File: config.mk
export PLATFORM = sky130hd
export DESIGN_NAME = oam_dma_arbiter
export DESIGN_NICKNAME = d
export VERILOG_FILES = /design/src/rtl/oam_dma_arbiter.sv
export SDC_FILE = /design/constraint.sdc
export NUM_CORES = 1
export LEC_CHECK = 0
export ABC_AREA = 1
export CAP_MARGIN = 5
export CORE_AREA = 5 5 68 70
export CTS_BUF_LIST = sky130_fd_sc_hd__clkbuf_16
export CTS_CLUSTER_SIZE = 24
export DETAILED_ROUTE_END_ITERATION = 10
export DIE_AREA = 0 0 73 75
export GPL_ROUTABILITY_DRIVEN = 1
export PLACE_DENSITY = 0.84
export SLEW_MARGIN = 20
export SYNTH_ARGS = -nofsm -noshare
export SYNTH_HDL_FRONTEND = slang
export SYNTH_SLANG_ARGS = --single-unit
File: constraint.sdc
create_clock -name CLK -period 1.5 [get_ports CLK]
set_clock_uncertainty 0.1 [all_clocks]
set_input_delay 0.225 -clock CLK [delete_from_list [all_inputs] [get_ports CLK]]
set_output_delay 0.225 -clock CLK [all_outputs]
set_load 0.05 [all_outputs]
File: src/rtl/oam_dma_arbiter.sv
// OAM DMA engine sharing the program ROM with the CPU: DMA owns the ROM in XFER and stalls the CPU via CPU_WAIT.
// Reads complete one cycle after issue (CPU_VALID / OAM_WE); a transfer keeps DMA_BUSY high for DMA_LEN+1 cycles.
module oam_dma_arbiter #(
   parameter int DMA_LEN = 160
) (
   input  logic        CLK,
   input  logic        RST_N,
   input  logic        CPU_RE,
   input  logic [15:0] CPU_ADDR,
   output logic        CPU_WAIT,
   output logic        CPU_VALID,
   output logic [7:0]  CPU_DATA,
   input  logic        DMA_WE,
   input  logic [7:0]  DMA_SRC,
   output logic        DMA_BUSY,
   output logic        ROM_RE,
   output logic [15:0] ROM_ADDR,
   input  logic [7:0]  ROM_DATA,
   output logic        OAM_WE,
   output logic [7:0]  OAM_ADDR,
   output logic [7:0]  OAM_DATA
);
   typedef enum logic [1:0] {IDLE, XFER, DRAIN} state_t;

   localparam logic [7:0] LAST_IDX = 8'(DMA_LEN - 1);

   state_t     state, state_nxt;
   logic [7:0] src, src_nxt;
   logic [7:0] idx, idx_nxt;
   logic       in_xfer;
   logic       oam_pend;
   logic [7:0] oam_idx;
   logic       cpu_vld;

   assign in_xfer = (state == XFER);

   // The in-flight DMA byte is dropped on reset, so oam_pend clears with the rest.
   always_ff @(posedge CLK) begin
      if (!RST_N) begin
         state    <= IDLE;
         src      <= 8'd0;
         idx      <= 8'd0;
         oam_pend <= 1'b0;
         oam_idx  <= 8'd0;
         cpu_vld  <= 1'b0;
      end else begin
         state    <= state_nxt;
         src      <= src_nxt;
         idx      <= idx_nxt;
         oam_pend <= in_xfer;
         oam_idx  <= idx;
         cpu_vld  <= CPU_RE & ~in_xfer;
      end
   end

   always_comb begin
      state_nxt = state;
      src_nxt   = src;
      idx_nxt   = idx;
      ROM_RE    = CPU_RE;
      ROM_ADDR  = CPU_ADDR;
      CPU_WAIT  = 1'b0;
      case (state)
         IDLE: state_nxt = IDLE;
         XFER: begin
            ROM_RE   = 1'b1;
            ROM_ADDR = {src, idx};
            CPU_WAIT = CPU_RE;
            if (idx == LAST_IDX) state_nxt = DRAIN;
            else                 idx_nxt   = idx + 8'd1;
         end
         DRAIN:   state_nxt = IDLE;
         default: state_nxt = IDLE;
      endcase
      // A start strobe in any state (re)starts the transfer from byte 0.
      if (DMA_WE) begin
         state_nxt = XFER;
         src_nxt   = DMA_SRC;
         idx_nxt   = 8'd0;
      end
   end

   assign DMA_BUSY  = (state != IDLE);
   assign CPU_VALID = cpu_vld;
   assign CPU_DATA  = ROM_DATA;
   assign OAM_WE    = oam_pend;
   assign OAM_ADDR  = oam_pend ? oam_idx  : 8'd0;
   assign OAM_DATA  = oam_pend ? ROM_DATA : 8'd0;

endmodule

==> metrics.csv, run 1 <==
stage,metric,value,unit
outcome,status,"complete, but fails checks",
outcome,violations,negative setup slack,
synth,synth_area_leader_cell,dfxtp_1,
global_route,grt_pass1_vias,1737,
global_route,grt_start_max_net_pins,18,
global_route,grt_usage,19.7,%
die,start_util,38.0,%
sta,finalSetupViolations,18,
die,core,3910,um^2
hold_path,hp-class,flop to flop,
place,portBuffers,80,
drt,route.vias.total,1771,
layout,final_cell_area,3110,um^2
sta,fin_ws,-0.152,ns
clock_network,cts.clk_slew.worst_paths,0.07,ns
clock_network,cts_root_buf,clkbuf_16,
power_and_ir_drop,powerDensity,718,nW/um^2
die,die-area,5480,um^2
layout,regArea,569,um^2
global_route,grt_pass1_wl,8290,um
setup_path,cp.required,1.17,ns
setup_path,start_kind,flop,
power_and_ir_drop,p_sw,0.706,mW
drt,via_per_inst,4.76,
clock_network,cts_buffers,3,
setup_path,cp.arrival,1.33,ns
run,drv_cap,0,
layout,nets,360,
setup_path,critical_path.endpoint_type,output port,
clock_network,cts_sinks,28,
synth,yosysTopAreaCellShare,37.7,%
global_route,antenna_found_initial,0,
setup_path,slowest_stage,dfxtp_2,
synth,ys_types,25,
place,gp_congestion,0.855,
synth,synthesis.area,1490,um^2
place,hpwl,3940,um
sta,finalCritPeriodShare,110,%
drt,routed_wl,5380,um
power_and_ir_drop,p_comb_share,37.7,%
sta,finalHoldViolCount,0,
synth,postSynthCellCount,234,
synth,avgSynthCellArea,6.36,um^2
layout,multi_input_area,805,um^2
setup_path,critical-path-max-stage-delay,0.36,ns
drt,drc_errors,0,
drt,dr.pass1.iters,4,
layout,fill_cells,233,
synth,synth-seq-cells,28,
layout,drive_gt1_share,37.6,%
clock_network,cts_tree,built,
layout,syn_to_final_growth,109,%
clock_network,cts_htree_levels,1,
sta,period_minus_slack,1.65,ns
synth,synth_nets,271,
synth,yosys_warnings,0,
sta,clock.fmax,605,MHz
global_route,grt_overflow,0,
power_and_ir_drop,leakagePower,1.36,nW
sta,slew_violations,0,
die,die_h,75,um
die,rows,23,
setup_path,critPathBufInv,4,
layout,n_antenna_cell,0,
setup_path,critPathMaxFanout,17,
die,num_io_pins,81,
place,dp.cells,367,
sta,hold_ws,0.371,ns
drt,wire_per_inst,14.5,um
power_and_ir_drop,vdd_drop_max,506,uV
setup_path,critPathKind,flop to output port,
synth,synth-seq-area-share,37.7,%
drt,ant_nets,0,
layout,final_util,79.5,%
place,place_area,2950,um^2
clock_network,clk_latency,0.26,ns
power_and_ir_drop,seqPwrFrac,35.2,%
clock_network,post_cts_buffers,0,
die,die_width,73,um
clock_network,clock_path_buffers,2,
drt,drtIter0Drc,69,
place,pre_cts_ws,0.00507,ns
setup_path,crit_path_cell_trace,"inv_4, nor2_8, inv_4, buf_12, o21ai_2, buf_12",
power_and_ir_drop,clkPwrFrac,27.1,%
synth,netlist_top_cells_area,"dfxtp_1, nand2_1, inv_1",
power_and_ir_drop,p_int,1.53,mW
layout,finalNonFillerCells,372,
sta,rsz0062_at_grt,yes,
sta,maxSlewHeadroom,81.1,%
power_and_ir_drop,swShare,31.6,%
setup_path,crit_family,buffers and inverters,
sta,worst_pin_slew,0.281,ns
final cells by class:
type | instances | share of cell area [%]
sequential | 28 | 18.3
inverter | 37 | 5.83
tap | 50 | 2.01
multi-input combinational | 153 | 25.9
clock inverter | 1 | 0.121
clock buffer | 3 | 2.41
timing repair buffer | 100 | 45.5
power groups by stage:
stage	Combinational, mW	Sequential (mW)	Clock (mW)
after floorplan	0.372	0.803	0
after global placement	0.798	0.801	0
after detailed placement	0.813	0.803	0
after CTS	0.840	0.785	0.599
after global routing	0.878	0.789	0.640
final	0.842	0.788	0.606
per-layer routing:
layer | vias up | GRT usage [%] | wire [um]
met2 | 89 | 35.4 | 2740
li1 | 866 | - | -
met5 | - | 0 | 0
met1 | 807 | 22.9 | 2120
met3 | 9 | 3.34 | 437
met4 | 0 | 8.81 | 85
state kept, by name, summed over array words and instances, names as in the netlist:
| name | flops |
|---|---|
| state | 2 |
| idx | 8 |
| oam_idx | 8 |
| OAM_WE | 1 |
| src | 8 |
| CPU_VALID | 1 |
cell usage in the layout, fill, tap and decap left out, types with 8 or more instances in the layout:
master,synthesis,routed
buf_12,0,46
buf_4,9,17
clkdlybuf4s50_1,0,35
clkinvlp_4,0,10
dfxtp_1,28,23
inv_1,31,21
nand2_1,79,63
nand2_2,1,17
nor2_1,31,30
o21ai_0,14,8
synthesized netlist by cell type:
| cell | n |
|---|---|
| inv_1 | 31 |
| buf_4 | 9 |
| nand2_4 | 1 |
| inv_2 | 5 |
| nand2_2 | 1 |
| buf_1 | 1 |
| xor2_1 | 2 |
| nand2_1 | 79 |
| clkbuf_1 | 2 |
| nand4_1 | 1 |
| or2_2 | 1 |
| nand3_4 | 1 |
| a21oi_1 | 5 |
| nor2_8 | 1 |
| nor3_1 | 2 |
| o21ai_0 | 14 |
| nor2_2 | 2 |
| buf_2 | 4 |
| nor2_1 | 31 |
| dfxtp_1 | 28 |
| clkinv_1 | 1 |
| ha_1 | 1 |
| nor2_4 | 1 |
| nand3_1 | 7 |
| o21ai_1 | 3 |
what timing repair did:
action / 4_1_cts / 5_1_grt
gates resized for setup: 16 / 6
endpoints found under the setup margin: 28 / 21
pin swaps: 0 / 1
cloned: 1 / 0
hold buffers: 0 / 0
path summary, 6_finish.rpt:
kind	startpoint	to	slack [ns]	depth (start not counted)
worst min-delay path	idx[0]	oam_idx[0]	0.37	2
worst max-delay path	state[0]	ROM_ADDR[4]	-0.15	6
worst min register to register	idx[0]	oam_idx[0]	0.37	2
worst max register to register	idx[0]	idx[2]	0.01	7
logic make-up after synthesis:
logic type | after synthesis | synth area share [%]
buffers and inverters | 53 | 16.0
and+or+nand+nor | 128 | 36.9
DFF | 28 | 37.7
AOI/OAI and AO/OA | 22 | 7.40
xor gates and xnor gates | 2 | 1.18
adders and majority gates | 1 | 0.841
tightest hold or removal path, cell delays in order (launching register included):
cell and delay, ns:
dfxtp_2 0.34, nand2_1 0.06, inv_1 0.03
stage by stage:
| stage | TNS (ns) | power, mW |
|---|---|---|
| 6_report | -2.15 | 2.23 |
| 5_1_grt | -2.78 | 2.31 |
| 4_1_cts | -1.78 | 2.22 |
| 3_5_place_dp | 0 | 1.62 |
| 3_3_place_gp | 0 | 1.60 |
| 2_1_floorplan | -0.466 | 1.17 |
No activity file was read; power rests on OpenSTA's default activity.
==> inputs of run 2 (changes only) <==
- ABC_AREA: 1 -> default
- CORE_AREA: 5 5 68 70 -> 5 5 67 69
- DIE_AREA: 0 0 73 75 -> 0 0 72 74
==> metrics.csv, run 2 <==
stage,metric,value,unit
outcome,status,"complete, but fails checks",
outcome,violations,negative setup slack,
drt,via_per_inst,5.10,
power_and_ir_drop,vdd_drop_max,448,uV
drt,route.vias.total,1661,
synth,synthesis.area,1410,um^2
layout,final_cell_mix,"buf_12, clkdlybuf4s50_1, buf_4",
sta,period_minus_slack,1.64,ns
layout,n_antenna_cell,0,
die,num_io_pins,81,
global_route,grt_overflow,0,
clock_network,cts.clk_slew.worst_paths,0.07,ns
sta,slew_violations,0,
synth,synth_area_leader_cell,dfxtp_1,
power_and_ir_drop,p_sw,0.700,mW
setup_path,critPathKind,flop to output port,
sta,finalHoldViolCount,0,
power_and_ir_drop,powerDensity,761,nW/um^2
synth,synth_nets,216,
die,start_util,36.5,%
hold_path,hp-class,flop to flop,
sta,finalSetupTns,-2.02,ns
synth,synth.most_common_cell,nand2_1,
synth,synth-async-reset-ratio,0,%
synth,ys_types,31,
synth,yosysTopAreaCellShare,39.8,%
global_route,grt_start_max_net_pins,18,
setup_path,critPathMaxFanout,13,
clock_network,cts_tree,built,
setup_path,critPathMostFrequentCell,buf_12,
sta,fin_ws,-0.143,ns
synth,synth-seq-cells,28,
drt,wire_per_inst,17.4,um
layout,syn_to_final_growth,126,%
drt,drtIter0Drc,56,
sta,rsz0062_at_grt,yes,
setup_path,critical_path.endpoint_type,output port,
synth,avgSynthCellArea,7.87,um^2
synth,synth-seq-area-share,39.8,%
global_route,grt_usage,19.2,%
sta,clock.fmax,609,MHz
sta,maxSlewHeadroom,80.6,%
place,hpwl,3550,um
synth,yosys_warnings,0,
die,die-area,5330,um^2
clock_network,ctsHoldBuffers,0,
power_and_ir_drop,total_power,2.42,mW
synth,netlist_top_cells_area,"dfxtp_1, nand2_1, and2_1",
layout,final_common_cell,buf_12,
setup_path,slowest_stage,dfxtp_4,
die,die_h,74,um
sta,finalSetupViolations,19,
layout,nets,314,
setup_path,crit_path_cell_trace,"nand2b_4, buf_12, nand2_1, o21ai_2, buf_12",
drt,routed_wl,5680,um
run,drv_cap,0,
power_and_ir_drop,p_int,1.72,mW
drt,ant_nets,0,
setup_path,crit_family,flip-flops,
die,rows,23,
setup_path,critical-path-max-stage-delay,0.38,ns
clock_network,cts_sinks,28,
clock_network,cts_root_buf,clkbuf_16,
power_and_ir_drop,seqPwrFrac,32.4,%
synth,synth_common_cells,"nand2_1, dfxtp_1, and2_1",
setup_path,cp.required,1.17,ns
place,portBuffers,80,
layout,drive_gt1_share,50.0,%
setup_path,cp.arrival,1.32,ns
setup_path,critPathBufInv,2,
layout,reg_top3,"idx x8, oam_idx x8, src x8",
power_and_ir_drop,swShare,29.0,%
clock_network,clk_latency,0.26,ns
clock_network,cts_buffers,3,
clock_network,cts_htree_levels,1,
synth,postSynthCellCount,179,
place,gp_congestion,0.973,
sta,worst_pin_slew,0.290,ns
global_route,antenna_found_initial,0,
die,core,3860,um^2
global_route,grt_pass1_wl,8070,um
synth,synth_edf_count,0,
power_and_ir_drop,clkPwrFrac,32.9,%
synth,ys.flop_type,dfxtp_1,
power_and_ir_drop,leakagePower,1.37,nW
setup_path,start_kind,flop,
sta,finalCritPeriodShare,110,%
drt,drc_errors,0,
drt,dr.pass1.iters,4,
clock_network,clock_path_buffers,2,
die,die_width,72,um
global_route,grt_pass1_vias,1643,
power_and_ir_drop,p_comb_share,34.7,%
==> run 2: power by group through the flow <==
stage	combinational (mW)	clock, mW	sequential [mW]
final	0.839	0.796	0.783
after global routing	0.870	0.839	0.786
after CTS	0.802	0.790	0.780
after detailed placement	0.769	0	0.797
after global placement	0.756	0	0.796
after floorplan	0.345	0	0.801
==> run 2: logic make-up after synthesis <==
logic type / Yosys count / share of synthesized area [%]
AOI/OAI and AO/OA: 11 / 4.62
xor gates and xnor gates: 3 / 1.87
adders and majority gates: 1 / 0.888
buffers and inverters: 21 / 7.90
DFF: 28 / 39.8
muxes: 9 / 6.39
and+or+nand+nor: 106 / 38.5
==> run 2: worst register-to-register path, delay by kind of cell (launching register included) <==
family | cells | cell delay [ns]
buf+inv | 1 | 0.16
flops | 1 | 0.37
simple gates | 2 | 0.41
compound gates | 2 | 0.38
==> run 2: worst paths after layout <==
| check | start | end | slack (ns) | cells past startpoint |
|---|---|---|---|---|
| hold / removal | idx[2] | oam_idx[2] | 0.45 | 1 |
| setup reg to reg | state[1] | idx[4] | -0.01 | 5 |
| setup / recovery | state[1] | ROM_ADDR[5] | -0.14 | 5 |
| hold reg to reg | idx[2] | oam_idx[2] | 0.45 | 1 |
==> run 2: metal layers <==
metal | vias up | global-route usage [%] | wire length, um
met1 | 787 | 21.5 | 2090
met2 | 101 | 36.2 | 2980
li1 | 760 | - | -
met3 | 13 | 4.59 | 507
met4 | 0 | 5.43 | 112
met5 | - | 0 | 0
==> run 2: cell type report <==
cell class / instances / area, um^2
Multi-Input combinational cell: 130 / 911
Sequential cell: 28 / 577
Timing Repair Buffer: 110 / 1510
Clock buffer: 3 / 75.1
Fill cell: 206 / 678
Tap cell: 50 / 62.6
Inverter: 4 / 15.0
Clock inverter: 1 / 30.0
==> run 2: metrics by stage <==
step,setup WS (ns),hold slack [ns],instance area (um^2),instances,utilization [%]
floorplan,-0.196,0.278,1450,179,-
detailed placement,0.00377,0.410,2840,315,73.7
global placement,0.0623,0.399,2840,315,73.7
CTS,-0.111,0.433,3050,323,79.2
global route,-0.186,0.463,3180,326,82.4
finish,-0.143,0.447,3180,326,82.4
==> run 2: what timing repair did <==
| item | in CTS | in global routing |
|---|---|---|
| setup endpoints to repair | 21 | 41 |
| gates cloned | 1 | 0 |
| pin swaps | 4 | 15 |
| buffers inserted | 3 | 3 |
| resized for setup | 24 | 30 |
==> inputs of run 3 (changes only) <==
- SLEW_MARGIN: 20 -> 10
==> results of run 3 <==
Same layout as run 2: the final DEF is identical, and so are final timing and power.
